<file path="src/rtl/debug_readback.sv">
// Debug-side memory walker: reads a contiguous range of icache, regfile or
// dcache through the cpu_top ext_* read ports and streams (addr, data) words.
module debug_readback #(
    parameter int DATA_WIDTH  = 32,
    parameter int IADDR_WIDTH = 32,
    parameter int RADDR_WIDTH = 5,
    parameter int DADDR_WIDTH = 32,
    parameter int CNT_WIDTH   = 16
) (
    input  logic                   clk_debug,
    input  logic                   rst_n_debug,
    input  logic                   start_i,
    input  logic                   abort_i,
    input  logic [1:0]             sel_i,
    input  logic [31:0]            base_addr_i,
    input  logic [CNT_WIDTH-1:0]   count_i,
    output logic [IADDR_WIDTH-1:0] ext_icache_addr_o,
    output logic [RADDR_WIDTH-1:0] ext_reg_raddr_o,
    output logic [DADDR_WIDTH-1:0] ext_dcache_raddr_o,
    input  logic [DATA_WIDTH-1:0]  ext_icache_rdata_i,
    input  logic [DATA_WIDTH-1:0]  ext_reg_rdata_i,
    input  logic [DATA_WIDTH-1:0]  ext_dcache_rdata_i,
    output logic [DATA_WIDTH-1:0]  dout_o,
    output logic [31:0]            dout_addr_o,
    output logic                   dout_valid_o,
    input  logic                   dout_ready_i,
    output logic                   busy_o,
    output logic                   done_o,
    output logic                   err_o
);

    typedef enum logic [2:0] {
        S_IDLE,
        S_ISSUE,
        S_WAIT,
        S_OUT,
        S_DONE
    } state_e;

    localparam logic [1:0] SEL_IC = 2'b00;
    localparam logic [1:0] SEL_RF = 2'b01;
    localparam logic [1:0] SEL_DC = 2'b10;
    localparam logic [1:0] SEL_XX = 2'b11;

    localparam logic [31:0] IMASK = 32'hFFFF_FFFF >> (32 - IADDR_WIDTH);
    localparam logic [31:0] RMASK = 32'hFFFF_FFFF >> (32 - RADDR_WIDTH);
    localparam logic [31:0] DMASK = 32'hFFFF_FFFF >> (32 - DADDR_WIDTH);
    localparam logic [CNT_WIDTH-1:0] CNT_ONE = 1;

    state_e                 state_q;
    logic [1:0]             sel_q;
    logic [31:0]            addr_q;
    logic [31:0]            addr_d;
    logic [CNT_WIDTH-1:0]   rem_q;
    logic [IADDR_WIDTH-1:0] ic_addr_q;
    logic [RADDR_WIDTH-1:0] rf_addr_q;
    logic [DADDR_WIDTH-1:0] dc_addr_q;
    logic [DATA_WIDTH-1:0]  dout_q;
    logic [31:0]            dout_addr_q;
    logic                   valid_q;
    logic                   done_q;
    logic                   err_q;

    // Keeps the walking address inside the target's address space.
    function automatic logic [31:0] wrap(input logic [1:0] s, input logic [31:0] a);
        case (s)
            SEL_RF:  wrap = a & RMASK;
            SEL_DC:  wrap = a & DMASK;
            default: wrap = a & IMASK;
        endcase
    endfunction

    always_comb begin
        addr_d = wrap(sel_q, addr_q + ((sel_q == SEL_RF) ? 32'd1 : 32'd4));
    end

    always_ff @(posedge clk_debug or negedge rst_n_debug) begin
        if (!rst_n_debug) begin
            state_q     <= S_IDLE;
            sel_q       <= SEL_IC;
            addr_q      <= '0;
            rem_q       <= '0;
            ic_addr_q   <= '0;
            rf_addr_q   <= '0;
            dc_addr_q   <= '0;
            dout_q      <= '0;
            dout_addr_q <= '0;
            valid_q     <= 1'b0;
            done_q      <= 1'b0;
            err_q       <= 1'b0;
        end else begin
            done_q <= 1'b0;
            err_q  <= 1'b0;
            if (abort_i && state_q != S_IDLE) begin
                state_q <= S_IDLE;
                valid_q <= 1'b0;
            end else begin
                case (state_q)
                    S_IDLE: begin
                        if (start_i) begin
                            if (sel_i == SEL_XX) begin
                                err_q <= 1'b1;
                            end else if (count_i == '0) begin
                                state_q <= S_DONE;
                                done_q  <= 1'b1;
                            end else begin
                                sel_q   <= sel_i;
                                addr_q  <= wrap(sel_i, base_addr_i);
                                rem_q   <= count_i;
                                state_q <= S_ISSUE;
                            end
                        end
                    end
                    S_ISSUE: begin
                        case (sel_q)
                            SEL_IC:  ic_addr_q <= addr_q[IADDR_WIDTH-1:0];
                            SEL_RF:  rf_addr_q <= addr_q[RADDR_WIDTH-1:0];
                            SEL_DC:  dc_addr_q <= addr_q[DADDR_WIDTH-1:0];
                            default: ;
                        endcase
                        state_q <= S_WAIT;
                    end
                    S_WAIT: begin
                        case (sel_q)
                            SEL_RF:  dout_q <= ext_reg_rdata_i;
                            SEL_DC:  dout_q <= ext_dcache_rdata_i;
                            default: dout_q <= ext_icache_rdata_i;
                        endcase
                        dout_addr_q <= addr_q;
                        valid_q     <= 1'b1;
                        state_q     <= S_OUT;
                    end
                    S_OUT: begin
                        if (valid_q && dout_ready_i) begin
                            valid_q <= 1'b0;
                            rem_q   <= rem_q - CNT_ONE;
                            if (rem_q == CNT_ONE) begin
                                state_q <= S_DONE;
                                done_q  <= 1'b1;
                            end else begin
                                addr_q  <= addr_d;
                                state_q <= S_ISSUE;
                            end
                        end
                    end
                    S_DONE: begin
                        state_q <= S_IDLE;
                    end
                    default: begin
                        state_q <= S_IDLE;
                    end
                endcase
            end
        end
    end

    assign ext_icache_addr_o  = ic_addr_q;
    assign ext_reg_raddr_o    = rf_addr_q;
    assign ext_dcache_raddr_o = dc_addr_q;
    assign dout_o             = dout_q;
    assign dout_addr_o        = dout_addr_q;
    assign dout_valid_o       = valid_q;
    assign busy_o             = (state_q != S_IDLE);
    assign done_o             = done_q;
    assign err_o              = err_q;

endmodule
</file>
<file path="config.mk">
export PLATFORM = sky130hd
export DESIGN_NAME = debug_readback
export DESIGN_NICKNAME = d
export VERILOG_FILES = /design/src/rtl/debug_readback.sv
export SDC_FILE = /design/constraint.sdc
export NUM_CORES = 1
export LEC_CHECK = 0
export ABC_AREA = 1
export BUFFER_PORTS_ARGS = -buffer_cell sky130_fd_sc_hd__buf_2
export CELL_PAD_IN_SITES_DETAIL_PLACEMENT = 0
export CELL_PAD_IN_SITES_GLOBAL_PLACEMENT = 1
export CORE_ASPECT_RATIO = 0.7
export CORE_UTILIZATION = 27
export CTS_BUF_LIST = sky130_fd_sc_hd__clkbuf_4
export DETAILED_ROUTE_END_ITERATION = 8
export PLACE_DENSITY = 0.7
export SYNTH_ARGS = -nofsm -noshare
export SYNTH_HDL_FRONTEND = slang
export SYNTH_SLANG_ARGS = --single-unit
</file>
<file path="constraint.sdc">
create_clock -name clk_debug -period 2 [get_ports clk_debug]
set_input_delay 0.3 -clock clk_debug [delete_from_list [all_inputs] [get_ports clk_debug]]
set_output_delay 0.3 -clock clk_debug [all_outputs]
set_load 0.03 [all_outputs]
</file>
# After elaboration in Yosys (flattened, before gate mapping)
# Index checks and enable logic that the tools add are counted.
[totals]
register_bits = 189
inputBits = 151
out_inout_bits = 137
elab_cells = 86
[classes]
n_addsub = 2
n_eq_ne = 16
mux = 36
n_bitwise = 3
reduce_logical = 17
[op_table]
columns = ["operator", "count"]
rows = [
  ["$mux W32", 7],
  ["$pmux W32 S2", 2],
  ["$mux W16", 4],
  ["$add A32 B3 Y32", 1],
  ["$pmux W16 S2", 1],
  ["$mux W3", 7],
  ["$eq A16 B1 Y1 const B", 1],
  ["$logic_not A16 Y1", 1],
  ["$sub A16 B1 Y16 const B", 1],
  ["$mux W1", 12],
  ["$pmux W3 S4", 1],
  ["$reduce_and A3 Y1", 4],
  ["$ne A2 B2 Y1 const B", 5],
  ["$ne A3 B3 Y1 const B", 3],
  ["$reduce_and A7 Y1", 1],
  ["$eq A3 B2 Y1 const B", 2],
  ["$reduce_and A6 Y1", 1],
  ["$reduce_bool A3 Y1", 2],
  ["$reduce_and A5 Y1", 1],
  ["$eq A2 B1 Y1 const B", 2],
  ["$eq A2 B2 Y1 const B", 2],
  ["$pmux W1 S2", 2],
  ["$reduce_and A2 Y1", 2],
  ["$eq A3 B1 Y1 const B", 1],
  ["other kinds (5)", 8],
]

# Logic depth before layout (Yosys ltp)
# Gate-level depths: netlist (run 1).
[logic_depth]
word_depth = 7
mapped_depth = 17
depth_no_buf = 16

# Worst setup path before layout (run 1)
# Ideal clock, no wire load.
[synth_path]
kind = "flip-flop to flip-flop"
startpoint = "register sel_q[1]"
endpoint = "register addr_q[24]"
setup_time_ns = 0.120
arrival_ns = 1.777
t_required_ns = 1.880
setup_slack_ns = 0.104
stages_incl_launch_ff = 16
path_buffers = 1
synth_period_minus_slack_ns = 1.896
cell_sequence = "dfrtp_1 -> inv_1 -> ha_1 -> buf_4 -> nand2_1 -> inv_1 -> ha_1 -> nand2_1 -> inv_1 -> nand2_1 -> nand2_2 -> nand2_1 -> nor2_1 -> nand3_1 -> nand3_1 -> a21oi_2"
[synth_via]
elab_chain_cells = 7
[synth_rtl]
columns = ["element", "line", "rtl"]
rows = [
  ["start, declared", "51", "logic [1:0] sel_q;"],
  ["start signal, assigned", "107", "sel_q <= sel_i;"],
  ["$eq A2 B1 Y1 (*)", "66, 74", ""],
  ["$mux W3", "74", "addr_d = wrap(sel_q, addr_q + ((sel_q == SEL_RF) ? 32'd1 : 32'd4));"],
  ["$add A32 B3 Y32", "74", ""],
  ["$mux W32 (*)", "66", "case (s)"],
  ["$mux W32 (*)", "137", "if (rem_q == CNT_ONE) begin"],
  ["$mux W32 (*)", "134", "if (valid_q && dout_ready_i) begin"],
  ["$pmux W32 S2 (*)", "98", "case (state_q)"],
  ["end signal, assigned", "108", "addr_q <= wrap(sel_i, base_addr_i);"],
  ["end signal, assigned", "141", "addr_q <= addr_d;"],
  ["end, declared", "52", "logic [31:0] addr_q;"],
]
# Every way passes the cells marked *; elsewhere a longest branch is shown, timed or not. The select of a mux whose other input is x is not followed.
# A chain may end at the register's enable or synchronous reset.

# Worst setup path after layout (run 1)
[layout_path]
startpoint = "register state_q[2]"
endpoint = "output port busy_o"
[layout_via]
elab_chain_cells = 1
[layout_rtl]
columns = ["element", "line", "rtl"]
rows = [
  ["start, declared", "50", "state_e state_q;"],
  ["start signal, assigned", "79", "state_q <= S_IDLE;"],
  ["start signal, assigned", "95", "state_q <= S_IDLE;"],
  ["start signal, assigned", "104", "state_q <= S_DONE;"],
  ["$reduce_bool A3 Y1", "163", "assign busy_o = (state_q != S_IDLE);"],
  ["end, declared", "27", "output logic busy_o,"],
]
# No other way between the ends.

==> out/metrics.yaml, run 1 <==
worst_setup_path:
  worst_path_max_delay_cell: "dfrtp_1"
  critPathMaxFanout: 4
  cp.buffers_inverters: 2
  cp.arrival_ps: 1630
  critical_path.top_delay_family: "flip-flops"
  end_kind: "output pin"
  cp.required_ps: 1700
  cp_slowest_stage_delay_ps: 470
  startpoint_type: "register"
  path_cells: "nor2_2, nand2_2, buf_4, buf_6"
  rrSetupSlack_ps: 100
  critPathKind: "reg2out"
yosys:
  async_reset_ff_frac: 1.00
  synth_top_cell_by_area: "dfrtp_1"
  synth.top_cell.area_share: 0.492
  ys_seq_elements: 189
  synth_cell_types: 38
  ys_seq_area_frac: 0.492
  syn_nets: 1434
  synth.area.top_cells: "dfrtp_1, nand2_1, o21ai_0, nor2_1, nand3_1"
  syn_inst: 1276
  synth_edf_count: 0
  synthFlopType: "dfrtp_1"
  syn_area_sq_um: 9600
  syn_avg_cell_area_sq_um: 7.53
  yosysWarnings: 0
floorplanning:
  pin_count: 288
  core_area_sq_um: 34900
  die-area_sq_um: 36300
  die_h_microns: 160
  rows: 57
  start_util: 0.275
  die_w_microns: 227
clock_tree:
  clkLatencyLatePin_ps: 650
  cts_sinks: 189
  path_clk_slew_ps: 190
  cts_max_level: 4
  cts-root-buf: "clkbuf_4"
  cts_inserted_buffers: 17
  cts_tree: "yes"
  clockBufferDepth: 2
sta:
  worst_pin_slew_ps: 611
  finalSetupViolCount: 0
  clock_skew_ps: 28.0
  fin_crit_sh: 0.965
  fmaxAchievable_mhz: 518
  slew_headroom: 0.592
  fin_crit_ps: 1930
  hold_viol: 0
  finalMaxSlewViolations: 0
  rsz0062_at_grt: "true"
final_layout:
  area_growth_pct: 40.2
  fin_util: 0.386
  fin_area_sq_um: 13500
  final_cell_mix: "nand2_1, buf_2, dfrtp_1, o21ai_0, nor2_1"
  mostFrequentLayoutCell: "nand2_1"
  drive_gt1_frac: 0.253
  nets: 1846
pwr:
  power_density_nw_per_um2: 1510
  p_leak_nw: 6.69
  vdd_drop_max_v: 0.000739
  total_power_mw: 20.3
hold_path:
  hp-class: "in2reg"
grt:
  grt_pass1_vias: 9513
  gr-total-overflow: 0
  grt_usage: 0.197
  grt_pass1_wl_mm: 54.6
  grt_antenna_before_repair: 2
  grt_start_max_net_pins: 68
route:
  drc: 0
  antenna_left: 0
  drtIter0Drc: 735
  routedWlPerCell_microns: 16.9
  vias_per_cell: 4.66
  drt-total-wl_mm: 36.9
  vias: 10147
  drt_first_pass_iters: 7
place:
  hpwl_mm: 26.7
  io_buffers: 287
  globalplace.congestion: 0.905
  dpl_cell_area_sq_um: 11800
flow_run:
  cap_violations: 0
status:
  outcome: "complete, no violations"
-- through the flow --
stage	std cells	TNS [ps]	setup slack, ps	hold WS (ps)
CTS	2172	0	5.11	2.28
floorplan	1276	0	104	4.41
finish	2176	0	70.5	51.8
global route	2176	-483	-53.8	17.2
global placement	2017	0	16.9	300
detailed placement	2017	-109	-36.7	297
-- cells in the mapped netlist (all sizes together) (4+ instances only) --
cell	count
nand2	420
o22ai	4
o21ai	187
nand3	67
a31oi	33
ha	7
nor3	6
xor2	5
a21oi	37
dfrtp	189
nand4	12
clkbuf	36
inv	85
nor2	144
buf	26
-- registers in the layout (all words and copies together) (netlist names), 2 cells and up --
signal / count
ext_dcache_raddr_o: 32
dout_addr_o: 32
addr_q: 32
dout_o: 32
rem_q: 16
state_q: 3
ext_icache_addr_o: 32
ext_reg_raddr_o: 5
sel_q: 2
-- area by class of cell --
type                    count  area [sq um]
fillers                  3707         21400
well taps                 472           591
clock inverters            15           145
repair buffers            455          3140
diodes                      3          7.51
multi-input cells         939          4370
flip-flops and latches    189          4730
clock buffers              17           128
inverters                  86           352
-- routing by layer --
metal,track usage,vias up,part of all wire
met1,0.263,4830,0.46
met3,0.0392,33,0.060
li1,-,4977,-
met4,0.0668,0,0.023
met2,0.318,307,0.46
met5,0,-,0
-- cell families after synthesis --
kind of cell / after synthesis / synth area share
fa+ha+maj: 7 / 0.00912
buf+inv: 148 / 0.0647
compound gates: 267 / 0.151
simple gates: 658 / 0.277
xor+xnor: 7 / 0.00638
flops: 189 / 0.492
-- where the power goes --
group,internal [mW],switching [mW]
combinational,3.43,7.87
sequential,5.55,1.29
clock,0.567,1.64
-- worst min-delay path: stages --
cell and delay (ps):
buf_2 100, nand2_1 50, nor2_1 50, nor2_2 130, a21oi_2 60
-- repair_timing --
| action | 4_1_cts | 5_1_grt |
|---|---|---|
| setup buffers | 2 | 0 |
| endpoints found under the hold margin | 247 | 0 |
| endpoints found under the setup margin | 8 | 56 |
| pin swaps | 2 | 2 |
| resized for setup | 7 | 37 |
| hold buffers | 121 | 0 |
| cloned | 0 | 1 |
-- worst paths after layout --
path,cells past startpoint,from,to
max,4,state_q[2]$_DFFE_PN0P_,busy_o
min,5,base_addr_i[17],addr_q[17]$_DFFE_PN0P_
max reg2reg,14,sel_q[1]$_DFFE_PN0P_,addr_q[24]$_DFFE_PN0P_
min reg2reg,2,dout_o[27]$_DFFE_PN0P_,dout_o[27]$_DFFE_PN0P_
max in group asynchronous,3,rst_n_debug,dout_addr_o[9]$_DFFE_PN0P_
min in group asynchronous,2,rst_n_debug,ext_dcache_raddr_o[16]$_DFFE_PN0P_
(Power assumes the default switching activity.)
==> run 2: changes to the inputs <==
--- a/config.mk
+++ b/config.mk
@@ -10,10 +10,10 @@
 export CELL_PAD_IN_SITES_DETAIL_PLACEMENT = 0
 export CELL_PAD_IN_SITES_GLOBAL_PLACEMENT = 1
 export CORE_ASPECT_RATIO = 0.7
-export CORE_UTILIZATION = 27
+export CORE_UTILIZATION = 34
 export CTS_BUF_LIST = sky130_fd_sc_hd__clkbuf_4
 export DETAILED_ROUTE_END_ITERATION = 8
-export PLACE_DENSITY = 0.7
+export PLACE_DENSITY = 0.84
 export SYNTH_ARGS = -nofsm -noshare
 export SYNTH_HDL_FRONTEND = slang
 export SYNTH_SLANG_ARGS = --single-unit
==> constraint.sdc (replaced) <==
create_clock -name clk_debug -period 2 [get_ports clk_debug]
set_input_delay 0.3 -clock clk_debug [delete_from_list [all_inputs] [get_ports clk_debug]]
set_output_delay 0.3 -clock clk_debug [all_outputs]
set_load 0.005 [all_outputs]
==> run 2 against run 1 <==
First-iteration DRC count grew 7.5%; largest cell class unchanged; critical path type unchanged; sequential power is essentially flat; critical endpoint unchanged; count of clock-buffer cells in the layout grew 2; sequential cell count is the same; wire length is 6.7% lower; utilization grew 7.2 points; clock skew fell by 0.81 ps.
==> out/metrics.yaml, run 2 (synthesized netlist as in run 1, its figures left out) <==
clock_tree:
  cts_max_level: 4  # unchanged
  cts-root-buf: "clkbuf_4"  # unchanged
  clockBufferDepth: 2  # unchanged
  path_clk_slew_ps: 160  # was 190 ps
  cts_sinks: 189  # unchanged
  cts_tree: "yes"  # unchanged
  clkLatencyLatePin_ps: 600  # was 650 ps
  cts_inserted_buffers: 17  # unchanged
floorplanning:
  core_area_sq_um: 27800  # was 34900 sq um
  die_h_microns: 143  # was 160 microns
  pin_count: 288  # unchanged
  die_w_microns: 203  # was 227 microns
  die-area_sq_um: 28900  # was 36300 sq um
  start_util: 0.346  # was 0.275
  rows: 51  # was 57
sta:
  finalWorstSetupSlack_ps: 113  # was 70.5 ps
  worst_pin_slew_ps: 486  # was 611 ps
  finalSetupViolCount: 0  # unchanged
  rsz0062_at_grt: "true"  # unchanged
  finalMaxSlewViolations: 0  # unchanged
  setup_tns_ps: 0  # unchanged
  fin_crit_sh: 0.943  # was 0.965
  slew_headroom: 0.676  # was 0.592
  hold_ws_ps: 56.0  # was 51.8 ps
  fin_crit_ps: 1890  # was 1930 ps
  clock_skew_ps: 27.2  # was 28.0 ps
  hold_viol: 0  # unchanged
  fmaxAchievable_mhz: 530  # was 518 MHz
route:
  drc: 0  # unchanged
  drt_first_pass_iters: 5  # was 7
  drt-total-wl_mm: 34.4  # was 36.9 mm
  vias: 9826  # was 10147
  drtIter0Drc: 790  # was 735
  maxUsedRoutingLayer: "met4"  # unchanged
  antenna_left: 0  # unchanged
  wl_met2_mm: 15.9  # was 16.9 mm
  met1_length_mm: 16.1  # was 16.9 mm
  wl_met3_mm: 2.09  # was 2.21 mm
  vias_per_cell: 4.91  # was 4.66
  routedWlPerCell_microns: 17.2  # was 16.9 microns
pwr:
  total_power_mw: 17.8  # was 20.3 mW
  pwr-share-comb: 0.494  # was 0.555
  p_int_mw: 9.64  # was 9.54 mW
  vdd_drop_max_v: 0.000717  # was 0.000739 V
  p_leak_nw: 6.45  # was 6.69 nW
  pwr-share-clk: 0.123  # was 0.108
  p_sw_frac: 0.459  # was 0.531
  power_density_nw_per_um2: 1400  # was 1510 nW/um^2
  p_switching_mw: 8.19  # was 10.8 mW
  p_seq_frac: 0.384  # was 0.336
flow_run:
  cap_violations: 0  # unchanged
worst_setup_path:
  cp.required_ps: 1700  # about the same
  critical_path.top_delay_family: "flip-flops"  # unchanged
  critPathKind: "reg2out"  # unchanged
  path_cells: "nor2_4, nand2_4, buf_4, buf_2"  # was nor2_2, nand2_2, buf_4, buf_6
  cp_slowest_stage_delay_ps: 480  # was 470 ps
  startpoint_type: "register"  # unchanged
  end_kind: "output pin"  # unchanged
  critPathMaxFanout: 4  # unchanged
  cp.buffers_inverters: 2  # unchanged
  cp.arrival_ps: 1590  # was 1630 ps
  worst_path_max_delay_cell: "dfrtp_2"  # was dfrtp_1
final_layout:
  drive_gt1_frac: 0.263  # was 0.253
  final_cell_mix: "nand2_1, buf_2, dfrtp_1, o21ai_0, nor2_1"  # unchanged
  mostFrequentLayoutCell: "nand2_1"  # unchanged
  nets: 1778  # was 1846
  diodes: 0  # was 3
  fin_util: 0.458  # was 0.386
  area_growth_pct: 32.3  # was 40.2%
hold_path:
  hp-class: "in2reg"  # unchanged
grt:
  grt_pass1_wl_mm: 52.8  # was 54.6 mm
  grt_start_max_net_pins: 79  # was 68
  grt_antenna_before_repair: 1  # was 2
  gr-total-overflow: 0  # unchanged
  grt_pass1_vias: 9250  # was 9513
  grt_usage: 0.236  # was 0.197
place:
  globalplace.congestion: 0.899  # was 0.905
  pre_cts_slack_ps: -32.8  # was -36.7 ps
  hpwl_mm: 25.1  # was 26.7 mm
  io_buffers: 287  # unchanged
status:
  outcome: "complete, no violations"  # unchanged
run 2: cell type report:
cell class | count | area (sq um)
fill | 2862 | 15100
sequential | 189 | 4730
multi-input combinational | 941 | 4440
timing repair buffer | 385 | 2440
tap | 371 | 464
inverter | 86 | 355
clock buffer | 19 | 143
clock inverter | 12 | 136
run 2: per-stage QoR:
step / instances / cell area, sq um
6_report: 2003 / 12700
3_3_place_gp: 1911 / 11600
2_1_floorplan: 1276 / 9600
5_1_grt: 2003 / 12700
3_5_place_dp: 1911 / 11600
4_1_cts: 1996 / 12500
run 2: layer usage:
metal  global-route usage  up-vias
met5                    0        -
met4               0.0427        0
met3               0.0436       24
met2                0.372      322
met1                0.339     4634
li1                     -     4846
run 2: path summary, 6_finish.rpt:
kind | from | to | slack [ps] | cells past startpoint
min in group asynchronous | rst_n_debug | addr_q[18]$_DFFE_PN0P_ | 200 | 2
setup reg to reg | sel_q[1]$_DFFE_PN0P_ | addr_q[27]$_DFFE_PN0P_ | 110 | 13
hold reg to reg | dout_o[19]$_DFFE_PN0P_ | dout_o[19]$_DFFE_PN0P_ | 490 | 2
max in group asynchronous | rst_n_debug | state_q[1]$_DFFE_PN0P_ | 1050 | 3
hold / removal | base_addr_i[16] | addr_q[16]$_DFFE_PN0P_ | 60 | 5
setup / recovery | state_q[2]$_DFFE_PN0P_ | busy_o | 110 | 4
run 2: power groups by stage:
stage          Clock [mW]  Sequential, mW  Combinational (mW)
2_1_floorplan           0            6.75                4.70
3_3_place_gp            0            6.82                8.23
3_5_place_dp            0            6.87                8.35
4_1_cts              2.28            6.80                8.47
5_1_grt              2.41            7.04                9.93
6_report             2.18            6.84                8.80
run 2: repair_timing:
item / 4_1_cts / 5_1_grt
setup endpoints to repair: 8 / 42
buffers inserted: 0 / 5
resized for setup: 3 / 52
hold endpoints to repair: 99 / 0
hold buffers: 54 / 0
cloned: 0 / 2
pin swaps: 0 / 6
run 2: worst reg2reg max path: stages (launching register included):
cell	delay [ps]
dfrtp_1	380
inv_1	60
buf_4	140
ha_1	210
inv_1	70
nand2_1	60
nand2_2	150
nand2_4	80
nand2_4	100
buf_4	120
nand3_1	80
a21oi_2	190
nand2_1	90
a21oi_2	110
==> run 3: changes to the inputs <==
--- a/config.mk
+++ b/config.mk
@@ -14,6 +14,7 @@
 export CTS_BUF_LIST = sky130_fd_sc_hd__clkbuf_4
 export DETAILED_ROUTE_END_ITERATION = 8
 export PLACE_DENSITY = 0.84
+export REMOVE_ABC_BUFFERS = 1
 export SYNTH_ARGS = -nofsm -noshare
 export SYNTH_HDL_FRONTEND = slang
 export SYNTH_SLANG_ARGS = --single-unit
==> run 3 against run 2 <==
Clock power is 9% higher; global-route usage is 0.69 points lower; design area is 1.5% higher.
==> out/metrics.yaml, run 3 (synthesized netlist as in run 1, its figures left out) <==
clock_tree:
  cts_inserted_buffers: 17  # unchanged
  cts_tree: "yes"  # unchanged
  clkLatencyLatePin_ps: 580  # was 600 ps
  path_clk_slew_ps: 180  # was 160 ps
  clockBufferDepth: 2  # unchanged
  cts-root-buf: "clkbuf_4"  # unchanged
  cts_max_level: 4  # unchanged
  cts_sinks: 189  # unchanged
worst_setup_path:
  critPathMaxFanout: 51  # was 4
  path_cells: "nor2_2, nand2_1, nor2_1, inv_4, buf_12, a31oi_1, o21ai_0, nand2_1"  # was nor2_4, nand2_4, buf_4, buf_2
  startpoint_type: "register"  # unchanged
  worst_path_max_delay_cell: "dfrtp_1"  # was dfrtp_2
  cp.required_ps: 2540  # was 1700 ps
  cpMostUsedCell: "nand2_1"
  cp.arrival_ps: 2440  # was 1590 ps
  cp.buffers_inverters: 2  # unchanged
  rrSetupSlack_ps: 100  # was 110 ps
  reg2regPathDepth: 8  # was 13
  regToRegStartpoint: "state_q[2]$_DFFE_PN0P_"  # was sel_q[1]$_DFFE_PN0P_
  critical_path.top_delay_family: "simple AND/OR/NAND/NOR gates"  # was flip-flops
  end_kind: "register"  # was output pin
  cp_slowest_stage_delay_ps: 470  # was 480 ps
  r2r-end: "dout_o[20]$_DFFE_PN0P_"  # was addr_q[27]$_DFFE_PN0P_
  critPathKind: "reg2reg"  # was reg2out
route:
  antenna_left: 0  # unchanged
  drt_first_pass_iters: 5  # unchanged
  vias_per_cell: 4.84  # was 4.91
  drc: 0  # unchanged
  drtIter0Drc: 679  # was 790
  vias: 9831  # was 9826
  routedWlPerCell_microns: 16.2  # was 17.2 microns
  drt-total-wl_mm: 33.0  # was 34.4 mm
grt:
  top_usage_layer: "met2"  # unchanged
  met1_usage: 0.327  # was 0.339
  grt_pass1_wl_mm: 51.6  # was 52.8 mm
  grt_usage: 0.229  # was 0.236
  grt_antenna_before_repair: 4  # was 1
  use_met3: 0.0543  # was 0.0436
  gr-total-overflow: 0  # unchanged
  met2_usage: 0.350  # was 0.372
  grt_pass1_vias: 9494  # was 9250
  grt_start_max_net_pins: 70  # was 79
pwr:
  p_leak_nw: 6.54  # was 6.45 nW
  power_density_nw_per_um2: 1360  # was 1400 nW/um^2
  pwr-share-comb: 0.475  # was 0.494
  vdd_drop_max_v: 0.000610  # was 0.000717 V
  pwr-share-clk: 0.135  # was 0.123
  p_switching_mw: 7.95  # was 8.19 mW
  p_sw_frac: 0.454  # was 0.459
  p_seq_frac: 0.390  # was 0.384
  p_int_mw: 9.57  # was 9.64 mW
status:
  outcome: "complete, no violations"  # unchanged
final_layout:
  area_growth_pct: 34.2  # was 32.3%
  drive_gt1_frac: 0.249  # was 0.263
  mostFrequentLayoutCell: "nand2_1"  # unchanged
  final_cell_mix: "nand2_1, buf_2, dfrtp_1, o21ai_0, nor2_1"  # unchanged
  fin_area_sq_um: 12900  # was 12700 sq um
  nets: 1804  # was 1778
  nFillCells: 2809  # was 2862
sta:
  clock_skew_ps: 21.2  # was 27.2 ps
  setup_tns_ps: 0  # unchanged
  fin_crit_sh: 0.950  # was 0.943
  fmaxAchievable_mhz: 526  # was 530 MHz
  fin_crit_ps: 1900  # was 1890 ps
  slew_headroom: 0.715  # was 0.676
  finalMaxSlewViolations: 0  # unchanged
  finalSetupViolCount: 0  # unchanged
  hold_viol: 0  # unchanged
  rsz0062_at_grt: "false"  # was true
  worst_pin_slew_ps: 427  # was 486 ps
hold_path:
  hold_start: "ext_reg_rdata_i[4]"  # was base_addr_i[16]
  hold_depth: 5  # unchanged
  worstHoldEndpoint: "dout_o[4]$_DFFE_PN0P_"  # was addr_q[16]$_DFFE_PN0P_
  hp-class: "in2reg"  # unchanged
floorplanning:
  die_h_microns: 143  # unchanged
  die_w_microns: 203  # unchanged
  core_area_sq_um: 27800  # unchanged
  start_util: 0.346  # unchanged
  rows: 51  # unchanged
  die-area_sq_um: 28900  # unchanged
  pin_count: 288  # unchanged
flow_run:
  cap_violations: 0  # unchanged
place:
  io_buffers: 287  # unchanged
  hpwl_mm: 23.7  # was 25.1 mm
  globalplace.congestion: 0.896  # was 0.899
  dpl_cell_area_sq_um: 11700  # was 11600 sq um
run 3: how the worst max path moves through the flow:
stage | startpoint | endpoint | slack, ps | cells past startpoint
after floorplan | sel_q[0]$_DFFE_PN0P_ | ext_dcache_raddr_o[0]$_DFFE_PN0P_ | -810 | 4
after global placement | sel_q[1]$_DFFE_PN0P_ | addr_q[22]$_DFFE_PN0P_ | 10 | 12
after detailed placement | sel_q[1]$_DFFE_PN0P_ | addr_q[22]$_DFFE_PN0P_ | -70 | 13
after CTS | sel_q[1]$_DFFE_PN0P_ | addr_q[14]$_DFFE_PN0P_ | 5 | 16
after global routing | state_q[2]$_DFFE_PN0P_ | dout_o[20]$_DFFE_PN0P_ | 3 | 8
final | state_q[2]$_DFFE_PN0P_ | dout_o[20]$_DFFE_PN0P_ | 100 | 8
run 3: power groups by stage:
stage	clock, mW	sequential (mW)	combinational (mW)
6_report	2.37	6.83	8.32
5_1_grt	2.62	7.06	9.45
4_1_cts	2.48	6.81	8.33
3_5_place_dp	0	6.86	8.16
3_3_place_gp	0	6.84	8.01
2_1_floorplan	0	6.76	4.35
run 3: final cells by class:
cell class / instances / area [sq um] / share of cell area
diodes: 3 / 7.51 / 0.000582
well taps: 371 / 464 / 0.0360
clock inverters: 15 / 203 / 0.0157
flip-flops and latches: 189 / 4730 / 0.367
repair buffers: 413 / 2700 / 0.210
clock buffers: 17 / 128 / 0.00990
inverters: 86 / 333 / 0.0258
multi-input cells: 939 / 4320 / 0.335
run 3: repair_timing:
action	in CTS	in global routing
pin swaps	1	4
setup buffers	1	2
endpoints found under the hold margin	246	1
gates resized for setup	7	12
endpoints found under the setup margin	12	17
hold buffers	79	1
run 3: worst register-to-register path, stage by stage (launching register included):
cell	delay, ps
dfrtp_1	470
nor2_2	180
nand2_1	110
nor2_1	230
inv_4	170
buf_12	220
a31oi_1	240
o21ai_0	160
nand2_1	90
run 3: per-stage QoR:
step	std cells	hold slack (ps)	power (mW)	util	setup WS, ps
2_1_floorplan	1214	4.41	11.1	-	-808
3_3_place_gp	1915	235	14.9	0.420	13.8
3_5_place_dp	1915	241	15.0	0.420	-72.9
4_1_cts	2027	0.170	17.6	0.462	5.08
5_1_grt	2033	15.5	19.1	0.464	3.30
6_report	2033	63.6	17.5	0.464	100
run 3: metal layers:
layer  vias to the layer above  share of wire
li1                       4885              -
met1                      4605           0.49
met2                       313           0.43
met3                        26          0.064
met4                         2          0.012
met5                         -        0.00039
